File: src/rtl/lcd_bus_decoder.sv
// HD44780-style responder for the 6-bit character-LCD bus: decodes E strobes into
// nibbles and bytes, tracks the DDRAM address, mirrors a 2x16 display and flags protocol errors.
module lcd_bus_decoder #(
    parameter int         BUSY_CYCLES = 40,
    parameter logic [7:0] CLR_CHAR    = 8'h20
) (
    input  logic       clk,
    input  logic       reset,
    input  logic [5:0] lcd,
    input  logic [4:0] rd_addr,
    output logic [7:0] rd_data,
    output logic       byte_valid,
    output logic [7:0] byte_out,
    output logic       byte_rs,
    output logic       mode4,
    output logic [6:0] ddram_addr,
    output logic       busy,
    output logic       err
);
    typedef enum logic [1:0] {INIT8, NIB_HI, NIB_LO, SWEEP} state_t;

    state_t      state_reg;
    state_t      ret_reg;
    logic [5:0]  lcd_q;
    logic        strobe;
    logic        s_rs;
    logic [3:0]  s_nib;
    logic [3:0]  hi_reg;
    logic        hi_rs_reg;
    logic        dec_reg;
    logic        id_reg;
    logic        start_reg;
    logic [4:0]  sweep_idx_reg;
    logic [15:0] busy_cnt_reg;
    logic [7:0]  hl_byte;

    logic [7:0]  mem [0:31];
    logic        mem_we;
    logic [4:0]  mem_wa;
    logic [7:0]  mem_wd;

    function automatic logic [6:0] step(input logic [6:0] a, input logic inc);
        logic [6:0] r;
        if (inc) begin
            if (a == 7'h0F)      r = 7'h40;
            else if (a == 7'h4F) r = 7'h00;
            else                 r = a + 7'd1;
        end else begin
            if (a == 7'h00)      r = 7'h4F;
            else if (a == 7'h40) r = 7'h0F;
            else                 r = a - 7'd1;
        end
        return r;
    endfunction

    assign strobe  = lcd_q[5] & ~lcd[5];
    assign s_rs    = lcd_q[4];
    assign s_nib   = lcd_q[3:0];
    assign hl_byte = {hi_reg, s_nib};
    assign busy    = (state_reg == SWEEP) || (busy_cnt_reg != 16'd0);

    // Sweep and data writes never coincide: a byte is only pending outside a sweep.
    always_comb begin
        mem_we = 1'b0;
        mem_wa = {ddram_addr[6], ddram_addr[3:0]};
        mem_wd = byte_out;
        if (state_reg == SWEEP) begin
            mem_we = 1'b1;
            mem_wa = sweep_idx_reg;
            mem_wd = CLR_CHAR;
        end else if (byte_valid && dec_reg && byte_rs) begin
            mem_we = 1'b1;
        end
    end

    always_ff @(posedge clk) begin
        if (mem_we)
            mem[mem_wa] <= mem_wd;
    end

    always_ff @(posedge clk) begin
        if (reset)
            rd_data <= 8'h00;
        else
            rd_data <= mem[rd_addr];
    end

    always_ff @(posedge clk) begin
        if (reset) begin
            lcd_q         <= 6'd0;
            state_reg     <= INIT8;
            ret_reg       <= INIT8;
            hi_reg        <= 4'd0;
            hi_rs_reg     <= 1'b0;
            byte_valid    <= 1'b0;
            byte_out      <= 8'h00;
            byte_rs       <= 1'b0;
            dec_reg       <= 1'b0;
            mode4         <= 1'b0;
            ddram_addr    <= 7'h00;
            id_reg        <= 1'b1;
            err           <= 1'b0;
            start_reg     <= 1'b1;
            sweep_idx_reg <= 5'd0;
            busy_cnt_reg  <= 16'd0;
        end else begin
            lcd_q      <= lcd;
            byte_valid <= 1'b0;
            dec_reg    <= 1'b0;
            start_reg  <= 1'b0;
            if (busy_cnt_reg != 16'd0)
                busy_cnt_reg <= busy_cnt_reg - 16'd1;
            if (strobe && busy)
                err <= 1'b1;

            if (start_reg) begin
                state_reg     <= SWEEP;
                sweep_idx_reg <= 5'd0;
            end else begin
                case (state_reg)
                    INIT8: if (strobe) begin
                        byte_valid   <= 1'b1;
                        byte_out     <= {s_nib, 4'h0};
                        byte_rs      <= s_rs;
                        busy_cnt_reg <= 16'(BUSY_CYCLES);
                        if (s_nib == 4'h2) begin
                            mode4     <= 1'b1;
                            state_reg <= NIB_HI;
                        end else if (s_nib != 4'h3) begin
                            err <= 1'b1;
                        end
                    end
                    NIB_HI: if (strobe) begin
                        hi_reg    <= s_nib;
                        hi_rs_reg <= s_rs;
                        state_reg <= NIB_LO;
                    end
                    NIB_LO: if (strobe) begin
                        byte_valid <= 1'b1;
                        byte_out   <= hl_byte;
                        byte_rs    <= hi_rs_reg;
                        dec_reg    <= 1'b1;
                        if (s_rs != hi_rs_reg)
                            err <= 1'b1;
                        // Clear starts its sweep immediately so busy covers N+1..N+32.
                        if (!hi_rs_reg && hl_byte == 8'h01) begin
                            state_reg     <= SWEEP;
                            ret_reg       <= NIB_HI;
                            sweep_idx_reg <= 5'd0;
                        end else begin
                            state_reg    <= NIB_HI;
                            busy_cnt_reg <= 16'(BUSY_CYCLES);
                        end
                    end
                    SWEEP: begin
                        sweep_idx_reg <= sweep_idx_reg + 5'd1;
                        if (sweep_idx_reg == 5'd31)
                            state_reg <= ret_reg;
                    end
                    default: state_reg <= INIT8;
                endcase
            end

            if (byte_valid && dec_reg) begin
                if (byte_rs) begin
                    ddram_addr <= step(ddram_addr, id_reg);
                end else if (byte_out == 8'h01) begin
                    ddram_addr <= 7'h00;
                    id_reg     <= 1'b1;
                end else if (byte_out == 8'h02 || byte_out == 8'h03) begin
                    ddram_addr <= 7'h00;
                end else if (byte_out[7:2] == 6'b000001) begin
                    id_reg <= byte_out[1];
                end else if (byte_out[7]) begin
                    if (byte_out[6:4] == 3'b000 || byte_out[6:4] == 3'b100)
                        ddram_addr <= byte_out[6:0];
                    else
                        err <= 1'b1;
                end
            end
        end
    end
endmodule

File: config.mk
export PLATFORM = sky130hd
export DESIGN_NAME = lcd_bus_decoder
export DESIGN_NICKNAME = d
export VERILOG_FILES = /design/src/rtl/lcd_bus_decoder.sv
export SDC_FILE = /design/constraint.sdc
export NUM_CORES = 1
export LEC_CHECK = 0
export ABC_AREA = 1
export BUFFER_PORTS_ARGS = -buffer_cell sky130_fd_sc_hd__buf_2
export CORE_MARGIN = 1
export CORE_UTILIZATION = 61
export CTS_CLUSTER_DIAMETER = 80
export DETAILED_ROUTE_END_ITERATION = 8
export GPL_ROUTABILITY_DRIVEN = 1
export PLACE_DENSITY = 0.85
export SYNTH_ARGS = -nofsm -noshare
export SYNTH_HDL_FRONTEND = slang
export SYNTH_SLANG_ARGS = --single-unit
File: constraint.sdc
create_clock -name clk -period 2.2 [get_ports clk]
set_clock_uncertainty 0.05 [all_clocks]
set_input_delay 0.22 -clock clk [delete_from_list [all_inputs] [get_ports clk]]
set_output_delay 0.22 -clock clk [all_outputs]
set_load 0.02 [all_outputs]
---- Word level (Yosys, flattened, before mapping) ----
Memories as Yosys holds them, arrays and structs flattened. A register that Yosys moved wholly into a read port is not among the register bits.
Index checks and enable logic that the tools add are counted.
word-level totals
  bits in registers ....................... 57
  memory bits (writable) .................. 256
  output and inout port bits .............. 28
  logic and storage cells ................. 142
  memories kept ........................... 1
memories
  name  depth  bits a word  rd ports  clocked after memory_dff  write ports  RTL line  RTL
  mem   32     8            1         1                         1            37        logic [7:0] mem [0:31];
cells by class
  add/subtract/negate cells ............... 4
  equal/unequal tests ..................... 26
  muxes and demuxes ....................... 60
  bitwise logic cells ..................... 6
  reduce and logical (&&, ||, !) cells .... 29
operators with widths
  kind                   count
  $mux 16                5
  $mux 7                 11
  $pmux 16 s2            1
  $mux 1                 25
  $mux 8                 3
  $reduce_and 4->1       5
  $eq 8x1->1 const B     2
  $eq 8x2->1 const B     2
  $pmux 8 s2             1
  $reduce_bool 16->1     1
  $sub 16x1->16 const B  1
  $mux 5                 3
  $eq 7x7->1 const B     2
  $mux 2                 7
  $ne 3x3->1 const B     4
  $pmux 5 s2             1
  $ne 2x2->1 const B     4
  $pmux 2 s4             1
  $reduce_bool 4->1      2
  $add 7x1->7 const B    1
  $eq 7x4->1 const B     1
  $logic_not 7->1        1
  $sub 7x1->7 const B    1
  $eq 6x1->1 const B     1
  other kinds (23)       39

---- Depth between registers and ports, before layout ----
  depth in word-level cells ............... 16
  gate-level depth with buffers ........... 12
  depth with buffers taken out ............ 11

---- Worst setup path after synthesis ----
No wires, ideal clock.
  path kind ............................... register to register
  start ................................... reg byte_rs
  end ..................................... mem mem[13][0], enable pin
  setup time .............................. 0.370 ns
  arrival ................................. 1.611 ns
  required time ........................... 1.780 ns
  slack ................................... 0.169 ns
  stages on the path, launching flop included .. 6
  period minus slack after synthesis ...... 2.031 ns
  path through ............................ dfxtp_1 buf_2 inv_1 o21ai_2 nand3_1 nor2_1
between the ends
  longest elaborated chain between the ends .. 5
ends and longest elaborated chain
  what                          RTL line  RTL
  start, declared               14        output logic byte_rs,
  start signal, assigned        124       byte_rs <= s_rs;
  start signal, assigned        141       byte_rs <= hi_rs_reg;
  $logic_and 1x1->1             71        end else if (byte_valid && dec_reg && byte_rs) begin
  $mux 1                        71
  $mux 1                        67        if (state_reg == SWEEP) begin
  $mux 1                        77        if (mem_we)
  $mux 1 (implied by the code)  78        mem[mem_wa] <= mem_wd;
  end, declared                 37
No other way between the ends.

---- Final worst setup path ----
  start ................................... reg state_reg[0]
  end ..................................... mem mem[21][6], enable pin
between the ends
  longest elaborated chain between the ends .. 4
  elaborated cells on any way between the ends .. 5
  classes of those cells .................. eq/ne: 1; mux: 4
ends and longest elaborated chain
  what                          RTL line  RTL
  start, declared               22        state_t state_reg;
  start signal, assigned        158       state_reg <= ret_reg;
  $eq 2x2->1 *                  67
  $mux 1                        67
  $mux 1                        77
  $mux 1 (implied by the code)  78
Mark *: on every way between the ends. The rest lies on a longest branch, timed or not.

==> implementation parameters <==
Parameter                              Value

Run status
  Result of the run    finished, violations left
  Violated checks    DRC

Route
  Total number of vias    10400
  Final wirelength    33200 µm
  Initial detailed-routing violation count    1174
  Post-route ant nets    0
  Number of detailed-route iterations in the first pass    8
  Routed length per placed instance    18.9 µm
  Via density    5.94
  Residual DRC    4

Critical path
  Worst Setup Path Type    flop to flop
  Worst endpoint required time    2.35 ns
  Maximum net fanout on the critical path    11
  Reg-to-reg critical path startpoint    state_reg[0]$_SDFFE_PP0P_
  Kind of end point of the critical path    flop
  Launching element type of the critical path    flop
  FF-to-FF setup slack    0.10 ns
  Arrival time at the worst endpoint    2.25 ns
  Critical path origin    state_reg[0]$_SDFFE_PP0P_

GRT
  Via count of the first global-routing pass    10200
  Number of antenna violations at the first check in global routing    0
  Global-route wire length before repair    52900 µm
  Total global-route track usage    0.294
  Largest net degree at the start of global routing    117
  Overflow left after global routing    0

Yosys
  Post-synthesis adder-cell area fraction    0.00548
  Area of the mapped netlist    0.0137 mm²
  Post-Synth XOR/XNOR Area    0.00575
  Simple-gate area share of the yosys netlist    0.233
  Register bit total from synthesis    321
  Synth warnings    0
  Multiplexer area fraction after synthesis    0
  Compound-Gate Fraction of Synth Area    0.0594
  Share of flip-flops with an asynchronous set or reset after synthesis    0
  Mean area per synthesized cell    9.98 µm²
  Dominant synthesized flop cell    sky130_fd_sc_hd__edfxtp_1
  Number of cells produced by synthesis    1374
  Number of synthesized flops with an enable pin    256
  Seq/Total Area, Yosys    0.656
  Distinct cell type count after synthesis    38
  Net count after synthesis    1393
  Largest family of logic cells by synthesized area    simple AND/OR/NAND/NOR gates

Timing
  Tightest Pin Transition    0.598 ns
  F_max    477 MHz
  Final setup violation count    0
  Number of endpoints with negative hold slack in the final report    0
  Worst hold-check slack    0.0345 ns
  Setup repair after global routing missed its margin    no
  Part of the cycle the worst path needs    0.953
  Slew headroom    0.600
  Setup TNS    0 ns
  Final period demand of the worst path    2.10 ns
  Max-slew violations    0

Job
  Maxcap violations    0

Cells and area
  Top library cells by usage in the layout, fill and taps aside    372 x sky130_fd_sc_hd__nand2_1, 256 x sky130_fd_sc_hd__edfxtp_1, 191 x sky130_fd_sc_hd__nand3_1, 156 x sky130_fd_sc_hd__nor2_1, 65 x sky130_fd_sc_hd__dfxtp_1
  Nets    1470
  Share of post-route cells with drive strength above 1    0.126
  Layout overhead on the synthesized area    14.7%
  Post-route cell area    0.0157 mm²
  Most frequent standard cell in the layout excluding fill and tap cells    sky130_fd_sc_hd__nand2_1
  Fraction of the core area covered by cells at the end of the flow    0.716
  Count of filler cells inserted in the layout    1470
  Number of diodes added for antenna fixing    0
  Flip-flop count of the largest register after layout    256

Placement
  Sum of net half-perimeters after detailed placement    19700 µm
  Count of port buffers added during placement    40
  Total cell area at the placement stage    0.0145 mm²
  Gpl congestion    0.923

Die
  Top Ports    41
  Die Area    0.0231 mm²
  Core area    0.0220 mm²
  Width of the die    152 µm
  FP Rows    54
  Initial Utilization    0.624
  Die Y-Extent    152 µm

Pwr
  Maximum resistive drop on vdd    924 µV
  Power density of the placed cells    896 mW/mm²
  Static leakage    0.00600 µW
  Sum of internal, switching and leakage power    14100 µW

Clock tree
  CTS HTree Levels    2
  Max Buffers Root-to-Sink    3
  CTS clk-pin slew, worst paths    0.06 ns
  Number of CTS-inserted buffers    34
  TritonCTS clock tree    yes
  Postcts setup bufs    0
  Cell at the root of the clock tree    sky130_fd_sc_hd__clkbuf_16
  Clock sink count    321
  Clock network latency to the later pin of the worst-skew pair    0.51 ns

Min path
  Path class of the lowest-slack min-delay path    input pin to flop
  Worst hold start    reset
cell usage after synthesis, types with 2 or more instances:
master                     count  share of area
sky130_fd_sc_hd__nor3_1        4         0.0015
sky130_fd_sc_hd__nand3_2       2         0.0015
sky130_fd_sc_hd__xnor2_1       4         0.0026
sky130_fd_sc_hd__inv_2        17         0.0047
sky130_fd_sc_hd__o211ai_1      6         0.0033
sky130_fd_sc_hd__o21ai_2       3         0.0019
sky130_fd_sc_hd__edfxtp_1    256           0.56
sky130_fd_sc_hd__xor2_1        5         0.0032
sky130_fd_sc_hd__nand4_1       7         0.0032
sky130_fd_sc_hd__o21a_1        6         0.0033
sky130_fd_sc_hd__o21ai_0      31          0.011
sky130_fd_sc_hd__o22ai_1       7         0.0032
sky130_fd_sc_hd__nor4_1        2        0.00091
sky130_fd_sc_hd__a31oi_1       5         0.0023
sky130_fd_sc_hd__dfxtp_1      65          0.095
sky130_fd_sc_hd__nor2_1      163          0.045
sky130_fd_sc_hd__o21ai_1      30          0.011
sky130_fd_sc_hd__clkinv_1      2        0.00055
sky130_fd_sc_hd__ha_1          6         0.0055
sky130_fd_sc_hd__a21oi_1      58          0.021
sky130_fd_sc_hd__nor3_2        7         0.0051
sky130_fd_sc_hd__buf_4         3         0.0016
sky130_fd_sc_hd__buf_2        43          0.016
sky130_fd_sc_hd__nand2_1     372           0.10
sky130_fd_sc_hd__inv_1        49          0.013
sky130_fd_sc_hd__nand3_1     191          0.070
sky130_fd_sc_hd__clkbuf_1     18         0.0049
sky130_fd_sc_hd__or2_1         2        0.00091
worst max-delay path, cell delays in order, from the launching register on:
cell and delay, ns:
sky130_fd_sc_hd__dfxtp_1 0.47, sky130_fd_sc_hd__nand2_4 0.16, sky130_fd_sc_hd__o21ai_1 0.40, sky130_fd_sc_hd__nand3_1 0.13, sky130_fd_sc_hd__buf_4 0.21, sky130_fd_sc_hd__nor2_1 0.16
sky130_fd_sc_hd__buf_4 0.20
layout make-up:
class / count / area [µm²] / share of cell area
flip-flops and latches: 321 / 8990 / 0.572
multi-input cells: 920 / 4190 / 0.267
clock buffers: 45 / 933 / 0.0594
repair buffers: 106 / 826 / 0.0525
well taps: 280 / 350 / 0.0223
inverters: 68 / 256 / 0.0163
clock inverters: 16 / 174 / 0.0111
timing repair:
action	CTS	global route
hold buffers	6	0
hold endpoints to repair	6	0
resized for setup	0	3
setup endpoints to repair	0	26
metrics by stage:
stage / std cells / setup slack [ns]
global route: 1756 / 0.00365
CTS: 1756 / 0.0504
finish: 1756 / 0.104
floorplan: 1374 / 0.169
detailed placement: 1689 / 0.182
global placement: 1689 / 0.244
kinds of logic after synthesis:
family	count (synthesis)
buffers and inverters	133
AND/OR/NAND/NOR	756
adder cells (fa/ha/maj)	6
flip-flops	321
XOR/XNOR	9
AO/OA/AOI/OAI	149
where the power goes:
part	total [µW]	switching, µW	internal [µW]
clock	5640	2280	3350
combinational	1720	1140	579
sequential	6730	106	6620
total	14100	3530	10600
path summary, 6_finish.rpt:
path	cells after the start	end
setup / recovery	6	mem[21][6]$_DFFE_PP_
hold / removal	1	start_reg$_DFF_P_
setup reg to reg	6	mem[21][6]$_DFFE_PP_
hold reg to reg	2	hi_reg[1]$_SDFFE_PP0P_
per-layer routing:
metal | vias up | global-route usage | share of wire
met1 | 4832 | 0.378 | 0.37
li1 | 4851 | - | -
met3 | 110 | 0.0496 | 0.096
met4 | 0 | 0.141 | 0.040
met5 | - | 0 | 0
met2 | 643 | 0.490 | 0.49
No activity file was read; power rests on OpenSTA's default activity.
